`src/rtl/beta_csr_access_unit.sv`:
```
// rtl/beta_csr_access_unit.sv - Zicsr instruction sequencer: decode, privilege check, one-cycle CSR access, held response
module beta_csr_access_unit #(
  parameter int DataWidth = 32
) (
  input  logic                 clk_i,
  input  logic                 rst_i,
  input  logic                 req_valid_i,
  output logic                 req_ready_o,
  input  logic [2:0]           req_funct3_i,
  input  logic [4:0]           req_rs1_idx_i,
  input  logic [DataWidth-1:0] req_rs1_data_i,
  input  logic [4:0]           req_rd_idx_i,
  input  logic [11:0]          req_csr_addr_i,
  input  logic [1:0]           priv_lvl_i,
  output logic [11:0]          csr_addr_o,
  output logic [DataWidth-1:0] csr_wdata_o,
  output logic [2:0]           csr_op_o,
  output logic                 csr_en_o,
  input  logic [DataWidth-1:0] csr_rdata_i,
  output logic                 rsp_valid_o,
  input  logic                 rsp_ready_i,
  output logic [4:0]           rsp_rd_idx_o,
  output logic [DataWidth-1:0] rsp_rd_data_o,
  output logic                 rsp_rd_we_o,
  output logic                 rsp_illegal_o
);

  typedef enum logic [1:0] {IDLE, ISSUE, RESP} state_e;
  state_e state_q, state_d;

  logic [11:0]          addr_q;
  logic [DataWidth-1:0] wdata_q;
  logic [2:0]           op_q;
  logic [4:0]           rd_idx_q;
  logic                 illegal_q;
  logic                 rd_we_q;
  logic [DataWidth-1:0] rd_data_q;

  logic [1:0]           kind;
  logic                 wr_eff;
  logic                 rd_eff;
  logic                 illegal;
  logic [2:0]           op;
  logic [DataWidth-1:0] operand;
  logic                 handshake;

  // funct3[1:0] selects RW/RS/RC, funct3[2] selects the immediate form
  always_comb begin
    kind    = req_funct3_i[1:0];
    operand = req_funct3_i[2] ? DataWidth'(req_rs1_idx_i) : req_rs1_data_i;
    wr_eff  = (kind == 2'b01) || (req_rs1_idx_i != 5'd0);
    rd_eff  = !((kind == 2'b01) && (req_rd_idx_i == 5'd0));
    op      = 3'b000;
    op[2]   = rd_eff;
    case (kind)
      2'b01:   op[1:0] = 2'b11;
      2'b10:   op[1:0] = 2'b01;
      2'b11:   op[1:0] = 2'b10;
      default: op[1:0] = 2'b00;
    endcase
    if (!wr_eff) op[1:0] = 2'b00;
    illegal = (kind == 2'b00) || (priv_lvl_i < req_csr_addr_i[9:8]) ||
              (wr_eff && (req_csr_addr_i[11:10] == 2'b11));
  end

  assign req_ready_o = (state_q == IDLE);
  assign handshake   = req_valid_i && req_ready_o;

  always_comb begin
    state_d = state_q;
    case (state_q)
      IDLE:    if (handshake) state_d = illegal ? RESP : ISSUE;
      ISSUE:   state_d = RESP;
      RESP:    if (rsp_ready_i) state_d = IDLE;
      default: state_d = IDLE;
    endcase
  end

  always_ff @(posedge clk_i) begin
    if (rst_i) begin
      state_q   <= IDLE;
      addr_q    <= '0;
      wdata_q   <= '0;
      op_q      <= '0;
      rd_idx_q  <= '0;
      illegal_q <= 1'b0;
      rd_we_q   <= 1'b0;
      rd_data_q <= '0;
    end else begin
      state_q <= state_d;
      if (handshake) begin
        addr_q    <= req_csr_addr_i;
        wdata_q   <= operand;
        op_q      <= op;
        rd_idx_q  <= req_rd_idx_i;
        illegal_q <= illegal;
        rd_we_q   <= !illegal && (req_rd_idx_i != 5'd0);
        rd_data_q <= '0;
      end
      // CSR file returns the pre-write value combinationally during ISSUE
      if (state_q == ISSUE) rd_data_q <= csr_rdata_i;
    end
  end

  assign csr_en_o      = (state_q == ISSUE);
  assign csr_op_o      = (state_q == ISSUE) ? op_q : 3'b000;
  assign csr_addr_o    = addr_q;
  assign csr_wdata_o   = wdata_q;
  assign rsp_valid_o   = (state_q == RESP);
  assign rsp_rd_idx_o  = rd_idx_q;
  assign rsp_rd_data_o = rd_data_q;
  assign rsp_rd_we_o   = rd_we_q;
  assign rsp_illegal_o = illegal_q;

endmodule
```
`config.mk`:
```
export PLATFORM = sky130hd
export DESIGN_NAME = beta_csr_access_unit
export DESIGN_NICKNAME = d
export VERILOG_FILES = /design/src/rtl/beta_csr_access_unit.sv
export SDC_FILE = /design/constraint.sdc
export NUM_CORES = 1
export LEC_CHECK = 0
export CAP_MARGIN = 30
export CORE_ASPECT_RATIO = 1.4
export CORE_MARGIN = 3
export CORE_UTILIZATION = 30
export CTS_BUF_LIST = sky130_fd_sc_hd__clkbuf_8
export DETAILED_ROUTE_END_ITERATION = 6
export GPL_ROUTABILITY_DRIVEN = 0
export GPL_TIMING_DRIVEN = 0
export HOLD_SLACK_MARGIN = 0.06
export PLACE_DENSITY_LB_ADDON = 0.08
export SYNTH_ARGS = -nofsm -noshare
export SYNTH_HDL_FRONTEND = slang
export SYNTH_SLANG_ARGS = --single-unit
```
`constraint.sdc`:
```
create_clock -name clk_i -period 1.5 [get_ports clk_i]
set_input_delay 0.225 -clock clk_i [delete_from_list [all_inputs] [get_ports clk_i]]
set_output_delay 0.225 -clock clk_i [all_outputs]
set_load 0.03 [all_outputs]
```
Word-level counts from Yosys, hierarchy flattened
Cells that the tools add are included.
{"block": "word_totals", "reg_bits": 88, "wordCells": 43, "output_inout_bits": 89, "input_bits": 95}
{"block": "op_classes", "muxes": 10, "n_eq_ne": 8, "reduce_logical": 16, "magnitude_cmp": 1}
{"cell": "2-to-1 mux 32 bit", "count": 3}
{"cell": "one-hot mux 2 bit (3 select lines)", "count": 2}
{"cell": "nonzero test 5 bit", "count": 2}
{"cell": "equality test 2 bit (second input constant)", "count": 4}
{"cell": "2-to-1 mux 2 bit", "count": 4}
{"cell": "zero test 5 bit", "count": 1}
{"cell": "equality test 2 x 1 -> 1 bit (second input constant)", "count": 2}
{"cell": "logical AND 1 bit", "count": 4}
{"cell": "zero test 2 bit", "count": 2}
{"cell": "!= test 2 x 1 -> 1 bit (second input constant)", "count": 2}
{"cell": "logical OR 1 bit", "count": 3}
{"cell": "2-to-1 mux 3 bit", "count": 1}
{"cell": "zero test 1 bit", "count": 2}
{"cell": "< comparator 2 bit", "count": 1}
{"cell": "AND reduction 2 bit", "count": 1}
{"cell": "nonzero test 2 bit", "count": 1}

Logic depth before layout (Yosys ltp)
Gate-level depths: netlist (run 1).
{"block": "logic_depth", "word_depth": 7, "ltp_mapped": 6, "ltp_nobuf": 6}

Least setup slack after synthesis (run 1)
OpenSTA, ideal clock, no wires.
{"block": "synth_path", "path_type": "reg-to-output", "start": "register state_q[0]", "end": "output port csr_op_o[0]", "path_stages_with_launch": 6, "setup_slack_ps": -112, "t_arrival_ps": 1387, "path_buffers": 3, "path_cell_list": "dfxtp_1 -> buf_2 -> nor2b_1 -> buf_2 -> buf_2 -> and2_1"}
{"block": "synth_via", "elab_chain_cells": 2}
{"item": "start: declaration", "line": "29", "rtl": "state_e state_q, state_d;"}
{"item": "start signal: assignment", "line": "90", "rtl": "state_q <= state_d;"}
{"item": "equality test 2 x 1 -> 1 bit"}
{"item": "net csr_en_o", "line": "18", "rtl": "output logic csr_en_o,"}
{"item": "2-to-1 mux 3 bit", "line": "106", "rtl": "assign csr_op_o = (state_q == ISSUE) ? op_q : 3'b000;"}
{"item": "end: declaration", "line": "17", "rtl": "output logic [2:0] csr_op_o,"}
The timed path passes the listed nets, and every way through them passes these cells.

Final worst setup path (run 1)
{"block": "layout_path", "start": "register state_q[0]", "end": "output port csr_op_o[2]"}
{"block": "layout_via", "elab_chain_cells": 2}
{"item": "equality test 2 x 1 -> 1 bit", "line": "106"}
{"item": "2-to-1 mux 3 bit", "line": "106"}
No other way between the ends.

==> metrics.md, run 1 <==
| Metric | Value |
|---|---|
| Number of port buffers | `181` |
| WP buf/inv | `2` |
| Avg Vias per Cell | `~4.6` |
| Status | `finished, final reports clean` |
| VDD IR max | `513 µV` |
| Post-Syn Area | `about 3200 µm²` |
| Shortest period the worst path allows | `around 1.5 ns` |
| EDFF count, synth | `0` |
| Leak | `2.50 nW` |
| Endpoints failing hold | `0` |
| Initial Util | `31.4%` |
| Crit path cell chain | `nor2b_4, buf_6, and2_4, buf_6` |
| Final ANT Viol Nets | `0` |
| Sequential Area | `1770 µm²` |
| Largest net degree at the start of global routing | `15` |
| Largest cells by area after synthesis | `dfxtp_1 (56%), a22oi_1 (7.9%), a22o_1 (7.5%)` |
| Crit Path Max Fanout | `7` |
| GR peak layer | `met2` |
| Max_cap viols | `0` |
| GRT Total Usage | `16.8%` |
| Syn. warnings | `0` |
| Synth cell count leaders | `dfxtp_1 (88), nor2_1 (44), nand2_1 (38)` |
| Nets@finish | `622` |
| Relative slew slack | `63.2%` |
| Clock sinks | `88` |
| Clk root buf | `clkbuf_8` |
| Row count | `43` |
| Vias in the first global route | `3,161` |
| Initial antenna violation count | `0` |
| CP Data Required Time | `1.27 ns` |
| Setup crit start kind | `flip-flop` |
| Chip width | `92.7 µm` |
| Vias | `between 3k and 4k` |
| Hold path startpoint | `req_valid_i` |
| Post-Syn Nets | `between 400 and 500` |
| Clk_skew | `roughly 0.0062 ns` |
| Clock buffer depth | `2` |
| Fillers | `a little under 1k` |
| Synth Register Bits | `88` |
| Final Max Slew Viols | `0` |
| Routed WL per cell | `14.9 µm` |
| Primary FF master, synth | `dfxtp_1` |
| Dominant delay contributor by cell family on the critical path | `flip-flops` |
| Final setup violation count | `0` |
| Die area | `between 10,000 and 15,000 µm²` |
| Cell taking the most area after synthesis | `dfxtp_1` |
| Global Route met3 Usage | `around 5.8%` |
| Critical path startpoint | `state_q[0]` |
| Share of cells above drive strength 1 | `between 10% and 20%` |
| Max Freq | `668 MHz` |
| DRT Pass-1 Iters | `4` |
| Synth Instances | `~320` |
| Data arrival time of the critical path | `1.27 ns` |
| Netlist cell types | `31` |
| RSZ-0062 raised after global routing | `yes` |
| Endpoint class of the critical path | `output pin` |
| Worst R2R Setup Slack | `0.05 ns` |
| Asr flop ratio synth | `0%` |
| Worst path most repeated cell | `buf_6` |
| Min-delay worst type | `input port to flip-flop` |
| Die span in y | `127 µm` |
| Multi-input gate area | `1290 µm²` |
| Global-route wire length before repair | `15,800 µm` |
| CTS tree | `built` |
| Final HPWL DP | `7460 µm` |
| Total Routed Length | `9890 µm` |
| CTS Buf Count | `9` |
| Initial DRC Count | `between 60 and 70` |
| CP max stage delay | `0.39 ns` |
| Crit-path slowest cell | `dfxtp_4` |
| Final Cycle Share | `99.8%` |
| Synth top area share | `55.9%` |
| Post-synthesis area per instance | `9.92 µm²` |
| CP Class | `flip-flop to output pin` |
| Htree depth | `3` |
| Pwr Total | `5.54 mW` |
| Met1 usage | `18.9%` |
| Register area share after synthesis | `~56%` |
| Grt total ovfl | `0` |
| I/O pins | `around 180` |
| ANT cells | `0` |
| PwrDens | `~1000 nW/µm²` |
| Hold WS | `0.274 ns` |
| Count leader, synth | `dfxtp_1` |
| Core ar. | `10,100 µm²` |
| Worst-path clk slew | `0.08 ns` |
| Number of remaining DRC errors | `0` |
| Synthesis-to-finish area growth | `73.4%` |
| Slew @ Worst Pin | `0.552 ns` |
| # hold bufs at CTS | `0` |
| Met2 Use GR | `29.1%` |
| Worst r2r src | `state_q[0]` |
| Worst-Skew Late Latency | `0.35 ns` |
==> path summary, 6_finish.rpt <==
kind	endpoint	depth (start not counted)
hold / removal	state_q[1]	3
setup / recovery	csr_op_o[2]	4
hold reg to reg	csr_addr_o[5]	2
setup reg to reg	op_q[1]	6
==> cell families (layout without fill, tap and decap cells) <==
group                      Yosys count  after routing  share of synthesized area, %
DFF                                 88             88                          55.9
AOI/OAI and AO/OA                   91             91                          21.4
buffers and inverters               30            239                          5.00
muxes                                5              5                          1.59
adders and majority gates            4              4                          1.59
and+or+nand+nor                    100            100                          14.6
==> tightest hold or removal path, cell delays in order <==
cell            delay [ns]
dlymetal6s2s_1        0.18
nand2b_4              0.11
o32ai_1               0.08
==> registers in the layout (all words and copies together) (netlist names) <==
register	cells
csr_wdata_o	32
state_q	2
rsp_illegal_o	1
rsp_rd_idx_o	5
csr_addr_o	12
op_q	3
rsp_rd_we_o	1
rsp_rd_data_o	32
==> repair_timing <==
item                       in CTS  in global routing
gates cloned                    2                  0
setup endpoints to repair     143                 51
pin swaps                      16                  2
gates resized for setup       152                  6
setup buffers                  13                  2
==> cell usage in the layout, fill, tap and decap left out, types with 3 or more instances in the layout <==
master           Yosys  layout
clkdlybuf4s50_1      0      89
dfxtp_1             88      86
dlygate4sd2_1        0      85
nor2_1              44      44
nand2_1             38      38
a22oi_1             33      33
a22o_1              27      27
a21oi_1             20      20
buf_4                0      16
buf_6                4      13
clkbuf_8             0       9
clkbuf_1            10       7
mux2i_1              5       5
a211oi_1             6       5
buf_2               12       4
inv_1                4       3
and2_4               0       3
clkbuf_2             0       3
ha_1                 4       3
bufinv_16            0       3
==> routing by layer <==
metal | share of wire, % | routed length (µm)
met5 | 0 | 0
met1 | 40 | 3910
met4 | 1.8 | 175
met2 | 51 | 5000
met3 | 8.1 | 805
==> power by group <==
part / internal (mW) / leakage, nW / switching, mW
registers: 2.45 / 0.718 / 0.0627
logic: 0.523 / 1.67 / 0.581
clock network: 1.09 / 0.119 / 0.833
total: 4.07 / 2.50 / 1.48
==> per-stage QoR <==
step | setup WS (ns) | instance area (µm²) | cells | utilization, % | setup TNS [ns]
floorplan | 0.0346 | 3160 | 318 | - | 0
global placement | -0.650 | 5140 | 634 | 51.1 | -28.13
detailed placement | -0.657 | 5140 | 634 | 51.1 | -29.00
CTS | -0.0745 | 5460 | 662 | 54.3 | -0.272
global route | -0.0463 | 5470 | 662 | 54.4 | -0.156
finish | 0.00284 | 5470 | 662 | 54.4 | 0
==> area by class of cell <==
cell class	instances	share of cell area (%)
Clock buffer	9	2.26
Multi-Input combinational cell	200	23.6
Buffer	22	2.70
Tap cell	135	3.09
Clock inverter	6	1.99
Timing Repair Buffer	198	33.7
Inverter	4	0.275
Sequential cell	88	32.3
No activity file was read; power rests on OpenSTA's default activity.
==> run 2: changes to the inputs <==
--- a/config.mk
+++ b/config.mk
@@ -7,7 +7,6 @@
 export LEC_CHECK = 0
 export CAP_MARGIN = 30
 export CORE_ASPECT_RATIO = 1.4
-export CORE_MARGIN = 3
 export CORE_UTILIZATION = 30
 export CTS_BUF_LIST = sky130_fd_sc_hd__clkbuf_8
 export DETAILED_ROUTE_END_ITERATION = 6
@@ -15,6 +14,7 @@
 export GPL_TIMING_DRIVEN = 0
 export HOLD_SLACK_MARGIN = 0.06
 export PLACE_DENSITY_LB_ADDON = 0.08
+export SLEW_MARGIN = 10
 export SYNTH_ARGS = -nofsm -noshare
 export SYNTH_HDL_FRONTEND = slang
 export SYNTH_SLANG_ARGS = --single-unit
==> metrics.md, run 2 (synthesis gave the netlist of run 1 again) <==
| Metric | Value |
|---|---|
| Chip width | `88.7 µm` |
| Worst Hold Path EP | `state_q[1]` |
| Worst path most repeated cell | `buf_6` |
| Global Route met3 Usage | `4.81%` |
| CTS Buf Count | `9` |
| Setup crit start kind | `flip-flop` |
| Pint | `4.01 mW` |
| Shortest period the worst path allows | `approximately 1.5 ns` |
| Htree depth | `3` |
| Worst R2R End | `op_q[1]` |
| Endpoints failing hold | `0` |
| Largest net degree at the start of global routing | `15` |
| Max Freq | `about 680 MHz` |
| Final ANT Viol Nets | `0` |
| Worst R2R Setup Slack | `approximately 0.080 ns` |
| Clock sinks | `88` |
| DRT Pass-1 Iters | `6` |
| PwrDens | `1000 nW/µm²` |
| Synthesis-to-finish area growth | `73.9%` |
| Worst Reg-to-Reg Cells | `6` |
| Clock share of power | `34.0%` |
| Nets@finish | `~620` |
| Final instance area | `~5500 µm²` |
| Net Sw Power | `1.48 mW` |
| VDD IR max | `around 450 µV` |
| Initial Util | `31.4%` |
| CP Data Required Time | `1.27 ns` |
| Number of remaining DRC errors | `0` |
| Worst r2r src | `state_q[0]` |
| Total Routed Length | `9510 µm` |
| Initial DRC Count | `100` |
| Combinational power share | `20.2%` |
| Grt total ovfl | `0` |
| Post-layout util | `54.5%` |
| Met1 usage | `around a fifth` |
| Leak | `between 2 and 2.5 nW` |
| Post-place setup slack | `-0.644 ns` |
| Avg Vias per Cell | `4.58` |
| GRT Total Usage | `17.9%` |
| CP Class | `flip-flop to output pin` |
| Initial antenna violation count | `1` |
| Clock buffer depth | `2` |
| Setup ws final | `between 0.015 and 0.02 ns` |
| Crit Path Max Fanout | `6` |
| Data arrival time of the critical path | `1.26 ns` |
| Commonest cells after routing, fill and taps aside | `clkdlybuf4s50_1 (90), dfxtp_1 (86), dlygate4sd2_1 (85)` |
| Status | `finished, final reports clean` |
| Worst-Skew Late Latency | `~0.36 ns` |
| Slew @ Worst Pin | `0.555 ns` |
| Share of cells above drive strength 1 | `between 10% and 20%` |
| Hold path startpoint | `rst_i` |
| Dominant delay contributor by cell family on the critical path | `flip-flops` |
| Endpoint class of the critical path | `output pin` |
| I/O pins | `184` |
| Number of port buffers | `181` |
| Crit-path slowest cell | `dfxtp_4` |
| Core ar. | `~10,000 µm²` |
| Final Max Slew Viols | `0` |
| Routed WL per cell | `14.3 µm` |
| # hold bufs at CTS | `0` |
| Crit path cell chain | `nor2b_4, buf_6, and2_4, buf_6` |
| Max_cap viols | `0` |
| Met2 Use GR | `a little under a third` |
| Clk_skew | `0.00507 ns` |
| Power share of the sequential group | `45.7%` |
| Die span in y | `123 µm` |
| RSZ-0062 raised after global routing | `yes` |
| Final Cycle Share | `98.7%` |
| Most common cell after layout, fill and taps aside | `clkdlybuf4s50_1` |
| GR peak layer | `met2` |
| Worst-path clk slew | `0.08 ns` |
| Min-delay worst type | `input port to flip-flop` |
| Vias in the first global route | `3,052` |
| Final setup violation count | `0` |
| Global-route wire length before repair | `14,800 µm` |
| Final HPWL DP | `slightly below 7000 µm` |
| Sw frac | `27.0%` |
| Clk root buf | `clkbuf_8` |
| CP max stage delay | `0.38 ns` |
| CTS tree | `built` |
| Fillers | `989` |
| WP buf/inv | `2` |
| Relative slew slack | `63.0%` |
| Pwr Total | `around 5.5 mW` |
| Dpl cell area | `5140 µm²` |
| Vias | `3,038` |
| Worst Hold Depth | `3` |
| Die area | `10,900 µm²` |
| Row count | `43` |
==> run 2: cell types whose count changed in the layout (fill, tap and decap cells not counted), moves of 2 or more <==
cell | before | now
buf_4 | 16 | 14
buf_6 | 13 | 15
clkbuf_8 | 9 | 11
clkinv_2 | 2 | 0
==> run 2: repair_timing <==
| item | in CTS | in global routing |
|---|---|---|
| setup endpoints to repair | 133 | 80 |
| resized for setup | 146 | 16 |
| pin swaps | 10 | 5 |
| buffers inserted | 13 | 3 |
==> run 2: stage by stage <==
step	cells	hold slack, ns	TNS [ns]
2_1_floorplan	318	0.351	0
3_3_place_gp	634	0.440	-27.30
3_5_place_dp	634	0.446	-30.02
4_1_cts	662	0.350	-0.228
5_1_grt	664	0.374	-0.283
6_report	664	0.355	0
==> run 2: worst min-delay path, cell delays in order <==
cell      delay (ns)
buf_2           0.18
nand2b_4        0.18
o32ai_1         0.08
==> run 2: worst max-delay path by stage <==
stage	start	endpoint	slack (ns)	cells after the start
6_report	state_q[0]	csr_op_o[2]	0.02	4
3_5_place_dp	state_q[0]	csr_op_o[2]	-0.64	6
3_3_place_gp	state_q[0]	csr_op_o[2]	-0.64	6
2_1_floorplan	state_q[0]	csr_op_o[0]	0.03	5
5_1_grt	state_q[0]	csr_op_o[0]	-0.06	4
4_1_cts	state_q[0]	csr_op_o[2]	-0.07	5
==> run 2: power groups by stage <==
| stage | Combinational, mW | Clock, mW | Sequential, mW |
|---|---|---|---|
| finish | 1.11 | 1.87 | 2.51 |
| global route | 1.20 | 2.04 | 2.53 |
| detailed placement | 1.13 | 0 | 2.56 |
| global placement | 1.12 | 0 | 2.55 |
| CTS | 1.11 | 1.93 | 2.50 |
| floorplan | 0.352 | 0 | 2.76 |
==> run 2: final cells by class <==
cell class	instances	area, µm²	share of cell area (%)
timing repair buffer	197	1840	33.6
multi-input combinational	200	1290	23.5
sequential	88	1770	32.3
buffer	23	166	3.03
tap	135	169	3.08
clock inverter	5	80.1	1.46
clock buffer	11	151	2.76
antenna	1	2.50	0.0456
inverter	4	15.0	0.274
==> run 2: layer usage <==
| layer | share of wire (%) | vias to the layer above |
|---|---|---|
| li1 | - | 1527 |
| met1 | 41 | 1385 |
| met2 | 50 | 111 |
| met3 | 6.1 | 15 |
| met4 | 2.6 | 0 |
| met5 | 0 | - |
==> run 3: changes to the inputs <==
--- a/config.mk
+++ b/config.mk
@@ -7,6 +7,7 @@
 export LEC_CHECK = 0
 export CAP_MARGIN = 30
 export CORE_ASPECT_RATIO = 1.4
+export CORE_MARGIN = 4
 export CORE_UTILIZATION = 30
 export CTS_BUF_LIST = sky130_fd_sc_hd__clkbuf_8
 export DETAILED_ROUTE_END_ITERATION = 6
@@ -14,7 +15,6 @@
 export GPL_TIMING_DRIVEN = 0
 export HOLD_SLACK_MARGIN = 0.06
 export PLACE_DENSITY_LB_ADDON = 0.08
-export SLEW_MARGIN = 10
 export SYNTH_ARGS = -nofsm -noshare
 export SYNTH_HDL_FRONTEND = slang
 export SYNTH_SLANG_ARGS = --single-unit
==> metrics.md, run 3 (synthesis gave the netlist of run 1 again) <==
| Metric | Value |
|---|---|
| Pwr Total | `a little over 5 mW` |
| Share of cells above drive strength 1 | `13.7%` |
| Endpoints failing hold | `0` |
| Initial antenna violation count | `1` |
| Initial DRC Count | `56` |
| Worst Reg-to-Reg Cells | `6` |
| Leak | `2.50 nW` |
| Worst-path clk slew | `0.08 ns` |
| Global-route wire length before repair | `16,000 µm` |
| Worst-Skew Late Latency | `0.36 ns` |
| Vias in the first global route | `3,212` |
| Fillers | `1,022` |
| GRT Total Usage | `16.7%` |
| Placed cells | `637` |
| Status | `finished, violations left` |
| Dominant delay contributor by cell family on the critical path | `buffers and inverters` |
| Crit-path slowest cell | `dfxtp_2` |
| Row count | `44` |
| Die area | `12,200 µm²` |
| Grt total ovfl | `0` |
| CP max stage delay | `between 0.3 and 0.4 ns` |
| VDD IR max | `421 µV` |
| CP Data Required Time | `around 1.3 ns` |
| Routed WL per cell | `15.2 µm` |
| CTS tree | `built` |
| Endpoint class of the critical path | `output pin` |
| Final cell count without fillers | `about 670` |
| # hold bufs at CTS | `0` |
| Relative slew slack | `65.0%` |
| Post-place setup slack | `-0.688 ns` |
| Final ANT Viol Nets | `0` |
| Core ar. | `10,300 µm²` |
| Critical path startpoint | `state_q[1]` |
| Clk root buf | `clkbuf_8` |
| I/O pins | `184` |
| Number of remaining DRC errors | `0` |
| WP buf/inv | `3` |
| Crit Path Max Fanout | `9` |
| CP Class | `flip-flop to output pin` |
| Final Max Slew Viols | `0` |
| Nets@finish | `621` |
| Worst path most repeated cell | `buf_6` |
| Crit path cell chain | `buf_6, nor2b_4, buf_6, and2_4, buf_6` |
| DRT Pass-1 Iters | `4` |
| Initial Util | `30.5%` |
| Clk_skew | `0.00409 ns` |
| Avg Vias per Cell | `4.61` |
| Final HPWL DP | `7660 µm` |
| PwrDens | `roughly 930 nW/µm²` |
| Htree depth | `3` |
| Die span in y | `129 µm` |
| Most common cell after layout, fill and taps aside | `clkdlybuf4s50_1` |
| Synthesis-to-finish area growth | `72.9%` |
| Failing checks | `setup timing` |
| Setup crit start kind | `flip-flop` |
| CTS Buf Count | `9` |
| Post-layout util | `52.7%` |
| Max Freq | `654 MHz` |
| Critical Path Stages | `5` |
| Worst R2R Setup Slack | `0.03 ns` |
| Number of port buffers | `181` |
| Data arrival time of the critical path | `1.30 ns` |
| Commonest cells after routing, fill and taps aside | `clkdlybuf4s50_1 (89), dfxtp_1 (86), dlygate4sd2_1 (83)` |
| Setup ws final | `-0.0295 ns` |
| Hold path startpoint | `req_valid_i` |
| Sequential Area | `between 1500 and 2000 µm²` |
| Clock sinks | `88` |
| Vias | `between 3k and 4k` |
| Chip width | `94.7 µm` |
| Min-delay worst type | `input port to flip-flop` |
| RSZ-0062 raised after global routing | `yes` |
| Shortest period the worst path allows | `1.53 ns` |
| Total Routed Length | `10,100 µm` |
| Worst r2r src | `state_q[0]` |
| Final Cycle Share | `102%` |
| Multi-input gate area | `roughly 1300 µm²` |
| Max_cap viols | `0` |
| Largest net degree at the start of global routing | `14` |
| Clock buffer depth | `2` |
| Worst R2R End | `csr_addr_o[1]` |
| Final setup violation count | `3` |
| Slew @ Worst Pin | `0.526 ns` |
| Worst Setup EP | `csr_op_o[2]` |
==> run 3: cell types whose count changed in the layout (fill, tap and decap cells not counted), moves of 3 or more <==
cell	delta
inv_1	+3
buf_4	+4
dlymetal6s2s_1	+3
buf_6	-7
a22oi_1	-4
a22oi_2	+4
==> run 3: repair_timing <==
item | CTS | global route
hold endpoints to repair | 0 | 0
setup buffers | 7 | 6
pin swaps | 7 | 5
endpoints found under the setup margin | 136 | 60
gates cloned | 0 | 1
resized for setup | 135 | 33
==> run 3: cell type report <==
class | instances | share of cell area [%]
diodes | 1 | 0.0459
repair buffers | 195 | 33.8
well taps | 138 | 3.17
clock inverters | 6 | 0.550
clock buffers | 10 | 2.52
multi-input cells | 200 | 24.2
flip-flops and latches | 88 | 32.4
inverters | 4 | 0.275
plain buffers | 24 | 3.07
==> run 3: worst min path at each step <==
stage / end / cells after the start
finish: state_q[1] / 3
global route: state_q[1] / 3
CTS: rsp_rd_we_o / 3
detailed placement: csr_addr_o[4] / 2
global placement: csr_addr_o[10] / 2
floorplan: csr_wdata_o[12] / 1
==> run 3: worst min-delay path: stages <==
cell and delay (ns):
dlymetal6s2s_1 0.18, nand2b_4 0.11, o32ai_1 0.08
==> run 3: routing by layer <==
| metal | vias to the layer above | global-route usage, % | part of all wire [%] | wire length, µm |
|---|---|---|---|---|
| met1 | 1405 | 18.3 | 39 | 3890 |
| met2 | 123 | 28.7 | 49 | 4950 |
| met5 | - | 0 | 0 | 0 |
| met4 | 0 | 7.31 | 2.3 | 231 |
| li1 | 1530 | - | - | - |
| met3 | 14 | 6.27 | 10 | 1030 |
==> run 3: through the flow <==
step	hold WS, ns	cell area [µm²]	setup TNS, ns
finish	0.282	5460	-0.0872
floorplan	0.351	3160	0
global placement	0.443	5140	-29.22
CTS	0.386	5300	-0.277
global route	0.280	5460	-0.477
detailed placement	0.448	5140	-30.11
==> run 3: report_power, final <==
group	internal, mW	switching (mW)	total (mW)
clock	0.624	0.813	1.44
combinational	0.545	0.599	1.14
sequential	2.45	0.0541	2.50
total	3.62	1.47	5.08
